<file path="src/rtl/udm_uart_pkg.sv">
// Shared definitions for the udm UART receive front end: parity codes, FSM states, divider floor.
package udm_uart_pkg;

  localparam logic [1:0] PAR_NONE = 2'b00;
  localparam logic [1:0] PAR_ODD  = 2'b01;
  localparam logic [1:0] PAR_EVEN = 2'b10;

  localparam int unsigned UART_MIN_DIV = 4;

  typedef enum logic [2:0] {
    IDLE,
    START,
    DATA,
    PARITY,
    STOP,
    BRK
  } rx_state_e;

endpackage

</file>
<file path="src/rtl/udm_uart_bit_timer.sv">
// Bit-period timer: latches the divider at start detect and emits the sample pulse(s) of each bit.
// With UDM_UART_RX_MAJORITY_EN it also emits pulses at s-1 and s, and the decision pulse moves to s+1.
module udm_uart_bit_timer
  import udm_uart_pkg::*;
#(
  parameter int unsigned DIV_W   = 32,
  parameter int unsigned MIN_DIV = UART_MIN_DIV
) (
  input  logic             clk,
  input  logic             rst,
  input  logic             start,
  input  logic             active,
  input  logic             half,
  input  logic [DIV_W-1:0] cfg_div,
`ifdef UDM_UART_RX_MAJORITY_EN
  output logic             early,
  output logic             mid,
`endif
  output logic             tick
);

  localparam logic [DIV_W-1:0] MIN_L = DIV_W'(MIN_DIV);
  localparam logic [DIV_W-1:0] ONE   = DIV_W'(1);
  localparam logic [DIV_W-1:0] TWO   = DIV_W'(2);

  logic [DIV_W-1:0] div_l;
  logic [DIV_W-1:0] cnt;
  logic [DIV_W-1:0] tgt;

  always_ff @(posedge clk or posedge rst) begin
    if (rst) begin
      div_l <= MIN_L;
      cnt   <= '0;
    end else if (start) begin
      div_l <= (cfg_div < MIN_L) ? MIN_L : cfg_div;
      cnt   <= '0;
    end else if (active) begin
      cnt <= tick ? '0 : cnt + ONE;
    end
  end

`ifdef UDM_UART_RX_MAJORITY_EN
  // decision lands one cycle after the nominal sample point
  assign tgt   = half ? (div_l >> 1) : div_l - ONE;
  assign early = active && (cnt == tgt - TWO);
  assign mid   = active && (cnt == tgt - ONE);
`else
  assign tgt   = half ? (div_l >> 1) - ONE : div_l - ONE;
`endif

  assign tick = active && (cnt == tgt);

endmodule

</file>
<file path="src/rtl/udm_uart_rx_frontend.sv">
// udm UART receive front end: recovers 8N1/8E1/8O1 frames from an oversampled rx line.
// Optional UDM_UART_RX_MAJORITY_EN: each bit decided by 2-of-3 vote around its sample point.
module udm_uart_rx_frontend
  import udm_uart_pkg::*;
#(
  parameter int unsigned DIV_W   = 32,
  parameter int unsigned MIN_DIV = UART_MIN_DIV
) (
  input  logic             clk_i,
  input  logic             rst_i,
  input  logic             rx_i,
  input  logic [DIV_W-1:0] cfg_div_i,
  input  logic [1:0]       cfg_parity_i,
  output logic             rx_done_tick_o,
  output logic [7:0]       dout_bo,
  output logic             parity_err_o,
  output logic             frame_err_o,
  output logic             busy_o
);

  // state  | meaning
  // IDLE   | wait for falling edge     START | confirm start bit mid-period
  // DATA   | shift 8 bits, LSB first   PARITY | check parity bit (if enabled)
  // STOP   | check stop bit            BRK   | line held low, wait for high

  rx_state_e  state, state_nxt;
  logic       sync1, rxs, rxs_d;
  logic [7:0] shreg;
  logic [2:0] bit_cnt;
  logic [1:0] par_l;
  logic       par_err;
  logic       fall, start, active, half, tick, bit_val, par_on, par_exp;

  always_ff @(posedge clk_i or posedge rst_i) begin
    if (rst_i) begin
      sync1 <= 1'b1;
      rxs   <= 1'b1;
      rxs_d <= 1'b1;
    end else begin
      sync1 <= rx_i;
      rxs   <= sync1;
      rxs_d <= rxs;
    end
  end

  assign fall    = rxs_d & ~rxs;
  assign start   = (state == IDLE) && fall;
  assign active  = state inside {START, DATA, PARITY, STOP};
  assign half    = (state == START);
  assign par_on  = (par_l == PAR_EVEN) || (par_l == PAR_ODD);
  assign par_exp = (par_l == PAR_ODD) ? ~^shreg : ^shreg;
  assign busy_o  = (state != IDLE);

`ifdef UDM_UART_RX_MAJORITY_EN
  logic early, mid, v_early, v_mid;

  udm_uart_bit_timer #(.DIV_W(DIV_W), .MIN_DIV(MIN_DIV)) u_timer (
    .clk(clk_i), .rst(rst_i), .start(start), .active(active), .half(half),
    .cfg_div(cfg_div_i), .early(early), .mid(mid), .tick(tick)
  );

  always_ff @(posedge clk_i or posedge rst_i) begin
    if (rst_i) begin
      v_early <= 1'b1;
      v_mid   <= 1'b1;
    end else begin
      if (early) v_early <= rxs;
      if (mid)   v_mid   <= rxs;
    end
  end

  assign bit_val = (v_early & v_mid) | (v_early & rxs) | (v_mid & rxs);
`else
  udm_uart_bit_timer #(.DIV_W(DIV_W), .MIN_DIV(MIN_DIV)) u_timer (
    .clk(clk_i), .rst(rst_i), .start(start), .active(active), .half(half),
    .cfg_div(cfg_div_i), .tick(tick)
  );

  assign bit_val = rxs;
`endif

  always_ff @(posedge clk_i or posedge rst_i) begin
    if (rst_i) state <= IDLE;
    else       state <= state_nxt;
  end

  always_comb begin
    state_nxt = state;
    unique case (state)
      IDLE:    if (fall) state_nxt = START;
      START:   if (tick) state_nxt = bit_val ? IDLE : DATA;
      DATA:    if (tick && bit_cnt == 3'd7) state_nxt = par_on ? PARITY : STOP;
      PARITY:  if (tick) state_nxt = STOP;
      STOP:    if (tick) state_nxt = bit_val ? IDLE : BRK;
      BRK:     if (rxs)  state_nxt = IDLE;
      default: state_nxt = IDLE;
    endcase
  end

  always_ff @(posedge clk_i or posedge rst_i) begin
    if (rst_i) begin
      shreg          <= '0;
      bit_cnt        <= '0;
      par_l          <= PAR_NONE;
      par_err        <= 1'b0;
      rx_done_tick_o <= 1'b0;
      dout_bo        <= '0;
      parity_err_o   <= 1'b0;
      frame_err_o    <= 1'b0;
    end else begin
      rx_done_tick_o <= 1'b0;
      parity_err_o   <= 1'b0;
      frame_err_o    <= 1'b0;
      if (start) begin
        par_l   <= cfg_parity_i;
        par_err <= 1'b0;
        bit_cnt <= '0;
      end
      if (tick) begin
        unique case (state)
          DATA: begin
            shreg   <= {bit_val, shreg[7:1]};
            bit_cnt <= bit_cnt + 3'd1;
          end
          PARITY: par_err <= (bit_val != par_exp);
          STOP: begin
            if (bit_val) begin
              rx_done_tick_o <= 1'b1;
              dout_bo        <= shreg;
              parity_err_o   <= par_err;
            end else begin
              frame_err_o <= 1'b1;
            end
          end
          default: ;
        endcase
      end
    end
  end

endmodule
</file>
<file path="config.mk">
export PLATFORM = sky130hd
export DESIGN_NAME = udm_uart_rx_frontend
export DESIGN_NICKNAME = d
export VERILOG_FILES = /design/src/rtl/udm_uart_pkg.sv /design/src/rtl/udm_uart_bit_timer.sv /design/src/rtl/udm_uart_rx_frontend.sv
export SDC_FILE = /design/constraint.sdc
export NUM_CORES = 1
export LEC_CHECK = 0
export CAP_MARGIN = 20
export CORE_MARGIN = 5
export CORE_UTILIZATION = 45
export DETAILED_ROUTE_END_ITERATION = 6
export GPL_TIMING_DRIVEN = 0
export HOLD_SLACK_MARGIN = 0.15
export SYNTH_ARGS = -nofsm -noshare
export SYNTH_HDL_FRONTEND = slang
export SYNTH_SLANG_ARGS = --single-unit
</file>
<file path="constraint.sdc">
create_clock -name clk_i -period 6.7 [get_ports clk_i]
set_input_delay 1.005 -clock clk_i [delete_from_list [all_inputs] [get_ports clk_i]]
set_output_delay 1.005 -clock clk_i [all_outputs]
set_load 0.01 [all_outputs]
</file>
* Yosys cells after proc, flatten, opt, wreduce, memory -nomap -nowiden
Cells that the tools add are included. Widths: inputs -> output; s select.
Cells by class: add/subtract/negate cells 4, multiply operators 0, divide/modulo/power cells 0, order comparisons 1, equal/unequal tests 16, shifts and indexed selects 0, muxes and demuxes 31, bitwise logic cells 2, reduce and logical (&&, ||, !) cells 13
Operators by type and width (count):
- $mux 32 | 5
- $mux 3 | 11
- $add 32x1->32 const B | 1
- $eq 32x32->1 | 1
- $lt 32x3->1 const B | 1
- $sub 31x1->32 const B | 1
- $sub 32x1->32 const B | 1
- $pmux 3 s6 | 1
- $mux 1 | 13
- $ne 2x2->1 const B | 5
- $eq 3x3->1 const B | 3
- $reduce_xnor 8->1 | 1
- $reduce_xor 8->1 | 1
- $eq 3x2->1 const B | 2
- $reduce_and 6->1 | 1
- $reduce_bool 4->1 | 1
- $add 3x1->3 const B | 1
- $eq 3x1->1 const B | 1
- $logic_and 1x1->1 | 3
- $logic_not 3->1 | 1
- $reduce_and 3->1 | 1
- $reduce_bool 3->1 | 1
- $eq 2x1->1 const B | 1
- $eq 2x2->1 const B | 1
- 8 further kinds | 8
Word-level totals: bits in registers 95, latch bits 0, memory bits (writable) 0, bits in read-only memories 0, output and inout bits 12, memories kept 0

* Logic depth before layout (Yosys ltp)
word-level depth 7, mapped depth 18

* Hierarchy
Synthesis repeated with hierarchy kept, for this count alone.
Unflattened totals: cells, all modules 631, area total of the unflattened synthesis 6357.3 um^2
Modules (own cells, without submodules):
- udm_uart_bit_timer | instances 1, cells an instance 522, area each 4927.2 um^2
- udm_uart_rx_frontend | instances 1, cells an instance 109, area each 1430.1 um^2

* Least setup slack after synthesis
Ideal clock, no wire load.
path kind reg2reg, from register state[2], to register u_timer.cnt[17], setup time 0.069 ns, arrival 4.065 ns, required time 6.631 ns, slack 2.566 ns, stages on the path, launching flop included 19, clock period less this slack 4.134 ns, cells stage by stage dfrtp_1 -> nor3b_2 -> buf_4 -> buf_4 -> buf_2 -> mux2i_1 -> ha_1 -> nand2b_1 -> a2111oi_4 -> nand4_2 -> a2111oi_4 -> xnor2_1 -> nor3_1 -> and4_1 -> buf_2 -> a21o_1 -> buf_4 -> or3_1 -> nand3_1
Between the ends: cells in the longest elaborated chain, start to end 7, elaborated cells on any way between the ends 14, classes of those cells 5 x eq/ne; 4 x mux; 5 x reduce/logical
Ends and longest elaborated chain:
- from (decl) | RTL line udm_uart_rx_frontend.sv:26 | rx_state_e state, state_nxt;
- from (signal assigned) | RTL line udm_uart_rx_frontend.sv:84 | else state <= state_nxt;
- $eq 3x1->1 | RTL line udm_uart_rx_frontend.sv:48, udm_uart_rx_frontend.sv:49
- $mux 32 | RTL line udm_uart_bit_timer.sv:48 | assign tgt = half ? (div_l >> 1) - ONE : div_l - ONE;
- $eq 32x32->1 | RTL line udm_uart_bit_timer.sv:51 | assign tick = active && (cnt == tgt);
- $logic_and 1x1->1 | RTL line udm_uart_bit_timer.sv:51
- $mux 32 | RTL line udm_uart_bit_timer.sv:38 | cnt <= tick ? '0 : cnt + ONE;
- $mux 32 | RTL line udm_uart_bit_timer.sv:37 | end else if (active) begin
- $mux 32 | RTL line udm_uart_bit_timer.sv:34 | end else if (start) begin
- to (signal assigned) | RTL line udm_uart_bit_timer.sv:38
- to (decl) | RTL line udm_uart_bit_timer.sv:27 | logic [DIV_W-1:0] cnt;
Several ways; a longest one is shown, not always the timed one. The select of a mux whose other input is x is not followed. A chain may end at the register's enable or synchronous reset.

* Final worst setup path
from register state[2], to register u_timer.cnt[21]
Same word-level chain as after synthesis.

==> flow_summary.ini <==
[place]
gp_congestion = 0.891
io_buffers = 48
place_hpwl_mm = 14.1
dp_cells = 914

[floorplanning]
die_x_um = 130
start_util_pct = 46.4
coreArea_mm2 = 0.0140
num_rows = 43
io_pins = 49
dieHeight_um = 130
die_area_mm2 = 0.0169

[min_path]
hold_class = reg -> reg
min_from = sync1
min_path_cells = 0
hold_path_end = bit_val

[yosys]
ys_async_sr_fraction_pct = 100
ys_seq_area_share_pct = 36.7
synth_cell_type_count = 71
yosysWarnings = 0
avgSynthCellArea_um2 = 9.47
syn_nets = 727
syn_area_mm2 = 0.00648
synth_edf_count = 0
yosysMostFrequentCell = dfrtp_1
yosysTopAreaCell = dfrtp_1
synth_top_area_share_pct = 35.1
synth_area_leaders = dfrtp_1, mux2_2, xnor2_1, mux2i_1, nand2_1
ys_top_cells_by_count = dfrtp_1, nand2_1, mux2_2
synth_flop_cell = dfrtp_1
ys_seq_elements = 95
netlist_instances = 685

[critical_path]
cp-end-kind = register
worstPathRequired_ns = 6.92
reg2reg_depth = 18
cp_max_fo = 10
path_class = reg -> reg
rrSetupSlack_ns = 1.36
crit_path_start_kind = register
worstPathArrival_ns = 5.56
r2r-start = state[2]
r2r_end = u_timer.cnt[21]

[clock_tree]
insertion_delay_ns = 0.35
tritoncts = built
numCtsBuffers = 9
cts_root_buf = clkbuf_16
clkTransAtPathRegs_ns = 0.07
htreeDepth = 3
post_cts_buffers = 0
clock-sinks = 95
cts_resized = 0
clk_path_buf_depth = 2
cts_hold_buffers = 0

[sta]
rsz0062_at_grt = no
period_share_pct = 79.8
min_period_ns = 5.34
finClkSkew_ns = 0.0131
fin_tns_setup_ns = 0
setup_viol_count_final = 0
max-slew-margin-rel_pct = 39.2
finalHoldViolations = 0
max_freq_mhz = 187
tightestPinTransition_ns = 0.888
slew_viol_final = 0

[global_route]
grt_max_degree = 50
overflow = 0
grt_pass1_wl_mm = 30.0
grt_antenna_before_repair = 0
track_usage_pct = 22.8
grt_pass1_vias = 5684

[routing]
drt_iter0_drc = 312
wl_per_cell_um = 19.8
wirelength_mm = 18.4
vias = 5543
ant_nets = 0
dr.pass1.iters = 5
drcViolationCount = 0
vias_per_cell = 5.96

[power_and_ir_drop]
p_leak_nw = 2.92
powerDensity_mw_per_mm2 = 378
ir_drop_mv = 0.209
power_mw = 2.84

[flow_run]
max-cap-violations = 0

[final_layout]
syn2layout_area_growth_pct = 15.6
antenna_cells = 0
final_core_util_pct = 53.6
stdcell_count = 930
drive_gt1_share_pct = 14.9
nets = 787

[run_status]
status = finished clean
==> kinds of logic after synthesis <==
family / share of synthesized area [%]
xor+xnor: 7.56
mux: 13.5
buf+inv: 4.55
compound gates: 14.7
simple gates: 22.0
fa+ha+maj: 0.965
flops: 36.7
==> report_power, final <==
| part | leakage, nW | switching, mW | internal (mW) |
|---|---|---|---|
| Clock | 0.133 | 0.223 | 0.264 |
| Combinational | 1.56 | 0.851 | 0.622 |
| Sequential | 1.23 | 0.173 | 0.703 |
==> sequential cells by signal (all words and copies together), names as in the netlist <==
| register | count |
|---|---|
| shreg | 8 |
| bit_val | 1 |
| bit_cnt | 3 |
| rxs_d | 1 |
| u_timer.div_l | 32 |
| par_err | 1 |
| parity_err_o | 1 |
| u_timer.cnt | 32 |
| frame_err_o | 1 |
| rx_done_tick_o | 1 |
| sync1 | 1 |
| dout_bo | 8 |
| par_l | 2 |
| state | 3 |
==> stage by stage <==
stage / hold WS (ns) / setup slack [ns] / instance area, um^2
after detailed placement: 0.347 / 1.39 / 7220
after floorplan: 0.345 / 2.57 / 6480
after global routing: 0.363 / 1.04 / 7500
after global placement: 0.351 / 1.46 / 7190
after CTS: 0.360 / 1.38 / 7500
final: 0.358 / 1.36 / 7500
==> worst max-delay path by stage <==
stage,startpoint,end,depth (start not counted)
floorplan,state[2],u_timer.cnt[17],18
finish,state[2],u_timer.cnt[21],18
global route,state[2],u_timer.cnt[21],18
detailed placement,state[2],u_timer.cnt[21],18
CTS,state[2],u_timer.cnt[21],18
global placement,state[2],u_timer.cnt[31],18
==> placed cells by master (no fill, tap or decap), types with 4 or more instances in the layout <==
master and count:
nor4bb_1 7, nand4_1 14, clkbuf_16 9, buf_2 8, xor2_1 14, inv_1 15
a31oi_1 7, a21oi_1 37, a31o_2 4, buf_4 5, nor3_1 18, dfrtp_1 91
nand2b_1 9, mux2i_1 31, mux2_2 49, dfstp_2 4, nor2_1 24, and2_1 6
or4_1 4, a21o_1 10, clkbuf_1 33, or2_2 7, nand3_1 36, nand2_1 58
a211oi_1 9, nor4_1 17, xnor2_1 42, o311ai_0 9, o21ai_0 16, ha_1 5
clkdlybuf4s50_1 48, and4_1 5, nor2b_1 4, and3_1 9, or3_1 17
==> worst max-delay path: stages, from the launching register on <==
cell	delay (ns)
dfrtp_1	0.49
nor3b_2	0.33
buf_4	0.27
buf_4	0.23
buf_2	0.32
mux2i_1	0.29
ha_1	0.24
nand2b_1	0.12
a2111oi_4	0.56
nand4_2	0.24
a2111oi_4	0.38
xnor2_1	0.27
nor3_1	0.10
and4_1	0.19
buf_2	0.16
a21oi_2	0.41
buf_2	0.33
nand3_1	0.10
o311ai_0	0.14
==> metal layers <==
layer  vias to the layer above  routed length [um]  global-route usage, %
met5                         -                   0                      0
met4                         0                 509                   8.92
met3                        34                 905                   4.58
met2                       135                9030                   37.3
met1                      2714                7990                   29.8
li1                       2660                   -                      -
==> area by class of cell <==
cell class	count	area, um^2
Fill cell	1314	6490
Clock inverter	4	30.0
Tap cell	180	225
Buffer	49	235
Multi-Input combinational cell	525	3810
Timing Repair Buffer	49	508
Clock buffer	12	246
Inverter	16	62.6
Sequential cell	95	2380
(Power assumes the default switching activity.)
